### src/rtl/sub_serial_pkg.sv
// Shared types and sizing helpers for the digit-serial subtractor.
package sub_serial_pkg;

    // Operation sequencer states
    typedef enum logic [1:0] {
        IDLE = 2'd0,
        RUN  = 2'd1,
        DONE = 2'd2
    } state_t;

    localparam int WIDTH_DEFAULT = 32;

    // Number of digit steps needed to cover the full operand width
    function automatic int calc_steps(input int width, input int digit_w);
        return width / digit_w;
    endfunction

    // Counter width able to hold steps-1 (at least one bit)
    function automatic int cnt_width(input int steps);
        return (steps > 1) ? $clog2(steps) : 1;
    endfunction

endpackage

### src/rtl/sub_digit_slice.sv
// One DIGIT_W-wide subtract slice: res = a + ~b + cin, cout is the slice carry.
module sub_digit_slice #(
    parameter int DIGIT_W = 1
) (
    input  logic [DIGIT_W-1:0] a,
    input  logic [DIGIT_W-1:0] b,
    input  logic               cin,
    output logic [DIGIT_W-1:0] res,
    output logic               cout
);

    logic [DIGIT_W:0] sum;

    // Carry-in of 1 means "no borrow pending"; the top bit is the carry out
    assign sum         = {1'b0, a} + {1'b0, ~b} + {{DIGIT_W{1'b0}}, cin};
    assign {cout, res} = sum;

endmodule

### src/rtl/sub_32_bit_serial.sv
// Digit-serial subtractor: diff = input1 - input2 - borrowin, DIGIT_W bits per
// clock, LSB first, with a start/done handshake around a single slice.
module sub_32_bit_serial
    import sub_serial_pkg::*;
#(
    parameter int WIDTH   = WIDTH_DEFAULT,
    parameter int DIGIT_W = 1
) (
    input  logic             clk,
    input  logic             rst_n,
    input  logic             start,
    input  logic [WIDTH-1:0] input1,
    input  logic [WIDTH-1:0] input2,
    input  logic             borrowin,
    output logic             busy,
    output logic             done,
    output logic [WIDTH-1:0] diff,
    output logic             borrowout,
    output logic             overflow
);

    localparam int STEPS = calc_steps(WIDTH, DIGIT_W);
    localparam int CW    = cnt_width(STEPS);
    localparam int IW    = (WIDTH > 1) ? $clog2(WIDTH) : 1;
    localparam int SH    = $clog2(DIGIT_W);
    localparam logic [CW-1:0] LAST = CW'(STEPS - 1);

    state_t             state_q, state_d;
    logic [WIDTH-1:0]   a_q, b_q, diff_q;
    logic               borrow_q;
    logic [CW-1:0]      cnt_q;
    logic               borrowout_q, overflow_q;

    logic [IW-1:0]      off;
    logic [DIGIT_W-1:0] a_dig, b_dig, dig_res;
    logic               dig_cout;
    logic               last_step;

    // Bit offset of the digit being processed this cycle
    if (STEPS == 1) begin : g_single
        assign off = '0;
    end else begin : g_multi
        assign off = IW'(cnt_q) << SH;
    end

    assign a_dig     = a_q[off +: DIGIT_W];
    assign b_dig     = b_q[off +: DIGIT_W];
    assign last_step = (cnt_q == LAST);

    sub_digit_slice #(
        .DIGIT_W (DIGIT_W)
    ) u_slice (
        .a    (a_dig),
        .b    (b_dig),
        .cin  (~borrow_q),
        .res  (dig_res),
        .cout (dig_cout)
    );

    // State register
    always_ff @(posedge clk or negedge rst_n) begin
        if (!rst_n) begin
            state_q <= IDLE;
        end else begin
            state_q <= state_d;
        end
    end

    // Next-state: start only matters in IDLE, DONE always lasts one cycle
    always_comb begin
        state_d = state_q;
        case (state_q)
            IDLE:    if (start) state_d = RUN;
            RUN:     if (last_step) state_d = DONE;
            DONE:    state_d = IDLE;
            default: state_d = IDLE;
        endcase
    end

    // Datapath: capture on accept, one digit per RUN cycle, flags on the last digit
    always_ff @(posedge clk or negedge rst_n) begin
        if (!rst_n) begin
            a_q         <= '0;
            b_q         <= '0;
            diff_q      <= '0;
            borrow_q    <= 1'b0;
            cnt_q       <= '0;
            borrowout_q <= 1'b0;
            overflow_q  <= 1'b0;
        end else begin
            case (state_q)
                IDLE: begin
                    if (start) begin
                        a_q         <= input1;
                        b_q         <= input2;
                        borrow_q    <= borrowin;
                        diff_q      <= '0;
                        cnt_q       <= '0;
                        borrowout_q <= 1'b0;
                        overflow_q  <= 1'b0;
                    end
                end
                RUN: begin
                    diff_q[off +: DIGIT_W] <= dig_res;
                    borrow_q               <= ~dig_cout;
                    cnt_q                  <= cnt_q + CW'(1);
                    if (last_step) begin
                        // The final digit holds the result sign bit
                        borrowout_q <= ~dig_cout;
                        overflow_q  <= (a_q[WIDTH-1] ^ b_q[WIDTH-1]) &
                                       (dig_res[DIGIT_W-1] ^ a_q[WIDTH-1]);
                    end
                end
                default: ;
            endcase
        end
    end

    assign busy      = (state_q == RUN);
    assign done      = (state_q == DONE);
    assign diff      = diff_q;
    assign borrowout = borrowout_q;
    assign overflow  = overflow_q;

endmodule

### config.mk
export PLATFORM = sky130hd
export DESIGN_NAME = sub_32_bit_serial
export DESIGN_NICKNAME = d
export VERILOG_FILES = /design/src/rtl/sub_serial_pkg.sv /design/src/rtl/sub_digit_slice.sv /design/src/rtl/sub_32_bit_serial.sv
export SDC_FILE = /design/constraint.sdc
export NUM_CORES = 1
export LEC_CHECK = 0
export BUFFER_PORTS_ARGS = -buffer_cell sky130_fd_sc_hd__buf_2
export CAP_MARGIN = 20
export CORE_MARGIN = 2
export CORE_UTILIZATION = 41
export DETAILED_ROUTE_END_ITERATION = 16
export PLACE_DENSITY_LB_ADDON = 0.3
export SLEW_MARGIN = 20
export SYNTH_ARGS = -nofsm -noshare
export SYNTH_HDL_FRONTEND = slang
export SYNTH_SLANG_ARGS = --single-unit
### constraint.sdc
create_clock -name clk -period 5.7 [get_ports clk]
set_input_delay 1.14 -clock clk [delete_from_list [all_inputs] [get_ports clk]]
set_output_delay 1.14 -clock clk [all_outputs]
set_load 0.01 [all_outputs]
# Word level (Yosys, flattened, before mapping)
# Cells that the tools add are included.
# W data, S select, Z words.
[classes] add_sub_neg=4 n_mul=0 div=0 magnitude_cmp=0 eq_ne=5 shifts=4 n_mux=15 bitwise=6 n_reduce_logical=6
[op_table] cell="$pmux W32 S2" count=1
[op_table] cell="$shiftx A32 B6 Y1" count=2
[op_table] cell="$bwmux W32" count=1
[op_table] cell="$mux W32" count=1
[op_table] cell="$shift A1 B7 Y32 const A" count=1
[op_table] cell="$shiftx A1 B7 Y32" count=1
[op_table] cell="$pmux W5 S2" count=1
[op_table] cell="$neg A5 Y7" count=1
[op_table] cell="$pmux W1 S2" count=3
[op_table] cell="$reduce_and A2 Y1" count=3
[op_table] cell="$add A5 B1 Y5 const B" count=1
[op_table] cell="$eq A5 B5 Y1 const B" count=1
[op_table] cell="$mux W5" count=1
[op_table] cell="$mux W1" count=4
[op_table] cell="$mux W2" count=2
[op_table] cell="$pmux W2 S2" count=1
[op_table] cell="$not A1 Y1" count=3
[op_table] cell="$reduce_and A3 Y1" count=1
[op_table] cell="$add A1 B1 Y2" count=1
[op_table] cell="$add A2 B1 Y2" count=1
[op_table] cell="$eq A2 B1 Y1 const B" count=1
[op_table] cell="$eq A2 B2 Y1 const B" count=1
[op_table] cell="$logic_not A2 Y1" count=1
[op_table] cell="$ne A2 B1 Y1 const B" count=1
[op_table] cell="4 further kinds" count=5
[word_totals] regBits=106 latch_bits=0 ramBits=0 romBits=0 in_bits=68 out_inout_bits=36 wordCells=48 n_memories=0

# Depth between registers and ports, before layout
[depth] word_depth=8 depth_mapped=12 mapped_depth_nobuf=9

# Hierarchy
# From an unflattened synthesis, not the netlist that was laid out.
[unflattened] hier_cells=559 hier_area_um2=5380.2
[by_module_without_submodules] module="sub_32_bit_serial" instances=1 cells_per_inst=554 area_each_um2=5345.1 seq_area_each_um2=2652.5
[by_module_without_submodules] module="sub_digit_slice" instances=1 cells_per_inst=5 area_each_um2=35.0 seq_area_each_um2=0.0

# Least setup slack after synthesis
# Ideal clock, no wire load.
[synth_path] kind="reg2reg" from="register cnt_q[0]" to="register diff_q[22] (netlist: diff[22])" setup_time_ns=0.095 arrival_ns=2.995 t_required_ns=5.605 setup_slack_ns=2.610 stages_incl_launch_ff=11 n_path_buf=2 period_less_slack_ns=3.090 cell_sequence="dfrtp_1 -> buf_4 -> mux4_2 -> a2111oi_0 -> o31ai_1 -> o21ai_0 -> fa_1 -> clkbuf_1 -> nor3b_1 -> nand2_1 -> o31ai_1"
[synth_between] elab_chain_len=7 word_cells_on_any_way=10 classes_between="add/sub (3); shift (4); mux (2); bitwise (1)"
[synth_lines] element="start: declaration" line="sub_32_bit_serial.sv:31" rtl="logic [CW-1:0] cnt_q;"
[synth_lines] element="start signal: assignment" line="sub_32_bit_serial.sv:106" rtl="cnt_q <= cnt_q + CW'(1);"
[synth_lines] element="$shiftx A32 B6 Y1" line="sub_32_bit_serial.sv:47" rtl="assign b_dig = b_q[off +: DIGIT_W];"
[synth_lines] element="$not A1 Y1" line="sub_digit_slice.sv:15" rtl="assign sum = {1'b0, a} + {1'b0, ~b} + {{DIGIT_W{1'b0}}, cin};"
[synth_lines] element="$add A1 B1 Y2" line="sub_digit_slice.sv:15"
[synth_lines] element="$add A2 B1 Y2" line="sub_digit_slice.sv:15"
[synth_lines] element="$shiftx A1 B7 Y32" line="sub_32_bit_serial.sv:104" rtl="diff_q[off +: DIGIT_W] <= dig_res;"
[synth_lines] element="$bwmux W32 *" line="sub_32_bit_serial.sv:104"
[synth_lines] element="$pmux W32 S2 *" line="sub_32_bit_serial.sv:91" rtl="case (state_q)"
[synth_lines] element="end signal: indexed assignment" line="sub_32_bit_serial.sv:104"
[synth_lines] element="end: declaration" line="sub_32_bit_serial.sv:29" rtl="logic [WIDTH-1:0] a_q, b_q, diff_q;"
# Mark *: on every way between the ends. The rest lies on a longest branch, timed or not.
# A chain may end at the register's enable or synchronous reset.

# Final worst setup path
# Ends and elaborated chain as after synthesis.

==> summary.md <==
| Metric | Value |
|---|---|
| Status | complete, no violations |
| Routability cong. | 0.883 |
| XOR/XNOR Fraction of Synth Area | 0.669% |
| TritonCTS buffer count | 9 |
| Largest fanout on the critical path | 27 |
| Slowest stage delay, CP | 0.77 ns |
| Hpwl dp | 9.13 mm |
| Sw Pwr | 0.00154 W |
| Port bufs | 103 |
| Final-report max-slew violation count | 0 |
| CP Data Arrival Time | 3.95 ns |
| Final WL | 12.8 mm |
| Fin crit period | 3.69 ns |
| Clk_lat worst skew | 0.35 ns |
| Synth area leader | dfrtp_1 |
| Post-synthesis net count | 641 |
| Relative slew slack | 39.4% |
| Top-count cell post-synth | nand2_1 |
| Final setup violation count | 0 |
| H-Tree Depth | 3 |
| Crit path cell chain | mux4_2 -> a2111oi_0 -> o31ai_1 -> o21ai_0 -> fa_1 -> nor3b_1 -> nand2_1 -> o31ai_1 |
| Setup TNS | 0 ns |
| Post-route antenna net violation count | 0 |
| Die height | 117 µm |
| Placement Setup Slack | 2.05 ns |
| Via count | 4,296 |
| Cell count after synthesis | 566 |
| RSZ-0062 raised after global routing | no |
| Resized Gates After CTS | 0 |
| Mux cell area share after synthesis | 9.48% |
| Synth warnings | 0 |
| Initial DRC Count | 283 |
| Reg2Reg Launch Point | cnt_q[0] |
| # fillers | 1,219 |
| Final Hold Viols | 0 |
| Count of different cell masters after synthesis | 42 |
| CTS Sinks | 106 |
| Largest net degree at the start of global routing | 70 |
| Clk pwr share | 17.8% |
| Crit. Startpoint | cnt_q[0] |
| Clock tree buffer depth | 2 |
| Post-route DRC | 0 |
| # diodes | 0 |
| Worst-margin pin slew | 0.908 ns |
| Area of all sequential standard cells | 0.00265 mm² |
| DR WL/cell | 15.5 µm |
| GRT Util Overall | 20.2% |
| Critical Path Source Type | flip-flop |
| Internal power | 0.00206 W |
| Clk root buf | clkbuf_16 |
| Non-Filler Instances | 828 |
| Post-Synth Adder-Cell Area | 1.81% |
| Combinational power share | 44.5% |
| Register area share after synthesis | 50.6% |
| Hold_ws | 0.473 ns |
| Post-synth top area share | 50.6% |
| Layout Skew | 0.0121 ns |
| CTS tree | done |
| Multi-input gate area | 0.00244 mm² |
| Post-Synthesis Cell Area | 0.00524 mm² |
| Die area | 0.0137 mm² |
| Fraction of registers with async set/reset | 100% |
| Antenna violations before repair | 0 |
| Setup ws final | 2.01 ns |
| Slowest cell on crit path | dfrtp_2 |
| Worst EP required | 5.96 ns |
| Total core area | 0.0126 mm² |
| Starting Density | 41.7% |
| Post-synth EDFFs | 0 |
| Most common library cells after synthesis | 241 x nand2_1, 106 x dfrtp_1, 26 x mux2i_1 |
| Peak VDD IR | 275 µV |
| Placed insts | 812 |
| Worst hold path class | reg -> reg |
| Clock-pin slew on the worst setup and hold paths | 0.07 ns |
| Pwr Density | 584 mW/mm² |
| #FFs+latches synth | 106 |
| Grt ovf | 0 |
| Placed cell areas | 0.00586 mm² |
| Fin area | 0.00617 mm² |
| Largest family of logic cells by synthesized area | simple AND/OR/NAND/NOR gates |
| Critical path class | reg -> reg |
| Top post-synthesis cells by area | dfrtp_1 51%, nand2_1 17%, mux2i_1 5.0%, o31ai_1 2.7%, mux4_2 2.1% |
| Sw Ratio | 42.7% |
| Average size of a mapped cell | 9.26 µm² |
| Area Overhead vs Synth | 17.8% |
| Crit share post-route | 64.7% |
| Horiz. Die Dim | 117 µm |
| # rows | 41 |
| First-pass GRT wire length | 21.3 mm |
| Vias per cell | 5.19 |
| CP bufs+invs | 0 |
| Io pins | 104 |
| DR pass1 iterations | 4 |
| Max cap viols | 0 |
| Fmax | 271 MHz |
| Critical hold path startpoint | a_q[23] |
| Synth Area in Simple Gates | 23.9% |
| Post-CTS Hold Buffers | 0 |
| Compound-Gate Fraction of Synth Area | 10.6% |
| Flop pwr share | 37.7% |
| Crit path top cell by count | o31ai_1 |
| Top delay family on crit path | compound AO/OA/AOI/OAI gates |
| Layout net count | 726 |
| Critical path capture point type | flip-flop |
| Setup Fix Bufs, Post-CTS | 0 |
| Share of layout cells above drive strength 1 | 22.0% |
| Leakage | 3.16 nW |
| Vias in the first global route | 4,176 |
| Dominant synthesized flop cell | dfrtp_1 |
[cells in the final DEF, fill, tap and decap left out, drive strengths merged, types with 2 or more instances in the layout]
cell      netlist  routed
clkbuf         19      10
xor2            2       2
o211ai         15      15
a22oi           3       3
nand3          10      10
dfrtp         106     106
o22ai           8       8
inv             4       7
and3            4       4
ha              6       6
and2            4       4
nor3            7       7
nand2         241     241
mux2            9       9
o22a            3       3
nor2            9       9
a22o            4       4
clkinvlp        0       2
o21bai          2       2
mux2i          27      27
buf            13     106
mux4            5       5
xnor2           2       2
nor3b           2       2
o21ai           8       8
nand2b          7       7
o31ai          19      19
a211oi          9       9
nor2b           9       9
[sequential cells by signal, indices dropped and copies added (netlist names)]
signal,flops
cnt_q,5
borrowout,1
overflow,1
b_q,32
diff,32
borrow_q,1
a_q,32
state_q,2
[final timing paths]
kind / endpoint / slack, ns / cells past startpoint
hold / removal: a_q[23] / 0.47 / 2
max in group asynchronous: cnt_q[0] / 3.74 / 2
setup reg to reg: diff[22] / 2.01 / 8
min in group asynchronous: diff[10] / 0.87 / 1
hold reg to reg: a_q[23] / 0.47 / 2
setup / recovery: diff[22] / 2.01 / 8
[power groups by stage]
stage          registers, W  logic [W]  clock network (W)
2_1_floorplan       0.00126    0.00123                  0
3_3_place_gp        0.00136    0.00156                  0
3_5_place_dp        0.00137    0.00159                  0
4_1_cts             0.00136    0.00161           0.000650
5_1_grt             0.00140    0.00180           0.000688
6_report            0.00136    0.00160           0.000641
[kinds of logic after synthesis]
kind of cell,Yosys count
xor+xnor,4
compound gates,76
fa+ha+maj,7
flops,106
simple gates,296
buf+inv,36
mux,41
[worst register-to-register path: stages (launching register included)]
cell,delay (ns)
dfrtp_2,0.77
mux4_2,0.60
a2111oi_0,0.38
o31ai_1,0.13
o21ai_0,0.19
fa_1,0.69
nor3b_1,0.39
nand2_1,0.18
o31ai_1,0.27
[per-stage QoR]
stage / utilization, % / total power (W)
3_5_place_dp: 46.6 / 0.00297
5_1_grt: 49.1 / 0.00389
3_3_place_gp: 46.6 / 0.00292
2_1_floorplan: - / 0.00248
6_report: 49.1 / 0.00360
4_1_cts: 49.1 / 0.00362
[area by class of cell]
| class | count | share of cell area (%) |
|---|---|---|
| Sequential cell | 106 | 43.0 |
| Inverter | 4 | 0.243 |
| Multi-Input combinational cell | 424 | 39.5 |
| Timing Repair Buffer | 106 | 8.76 |
| Tap cell | 172 | 3.49 |
| Clock buffer | 10 | 3.87 |
| Clock inverter | 6 | 1.16 |
[routing by layer]
metal / global-route usage, % / up-vias / share of wire (%)
met1: 27.9 / 2075 / 46
met3: 3.91 / 19 / 4.4
met5: 0 / - / 0
met2: 32.7 / 119 / 48
met4: 5.80 / 0 / 1.6
li1: - / 2083 / -
(Power assumes the default switching activity.)
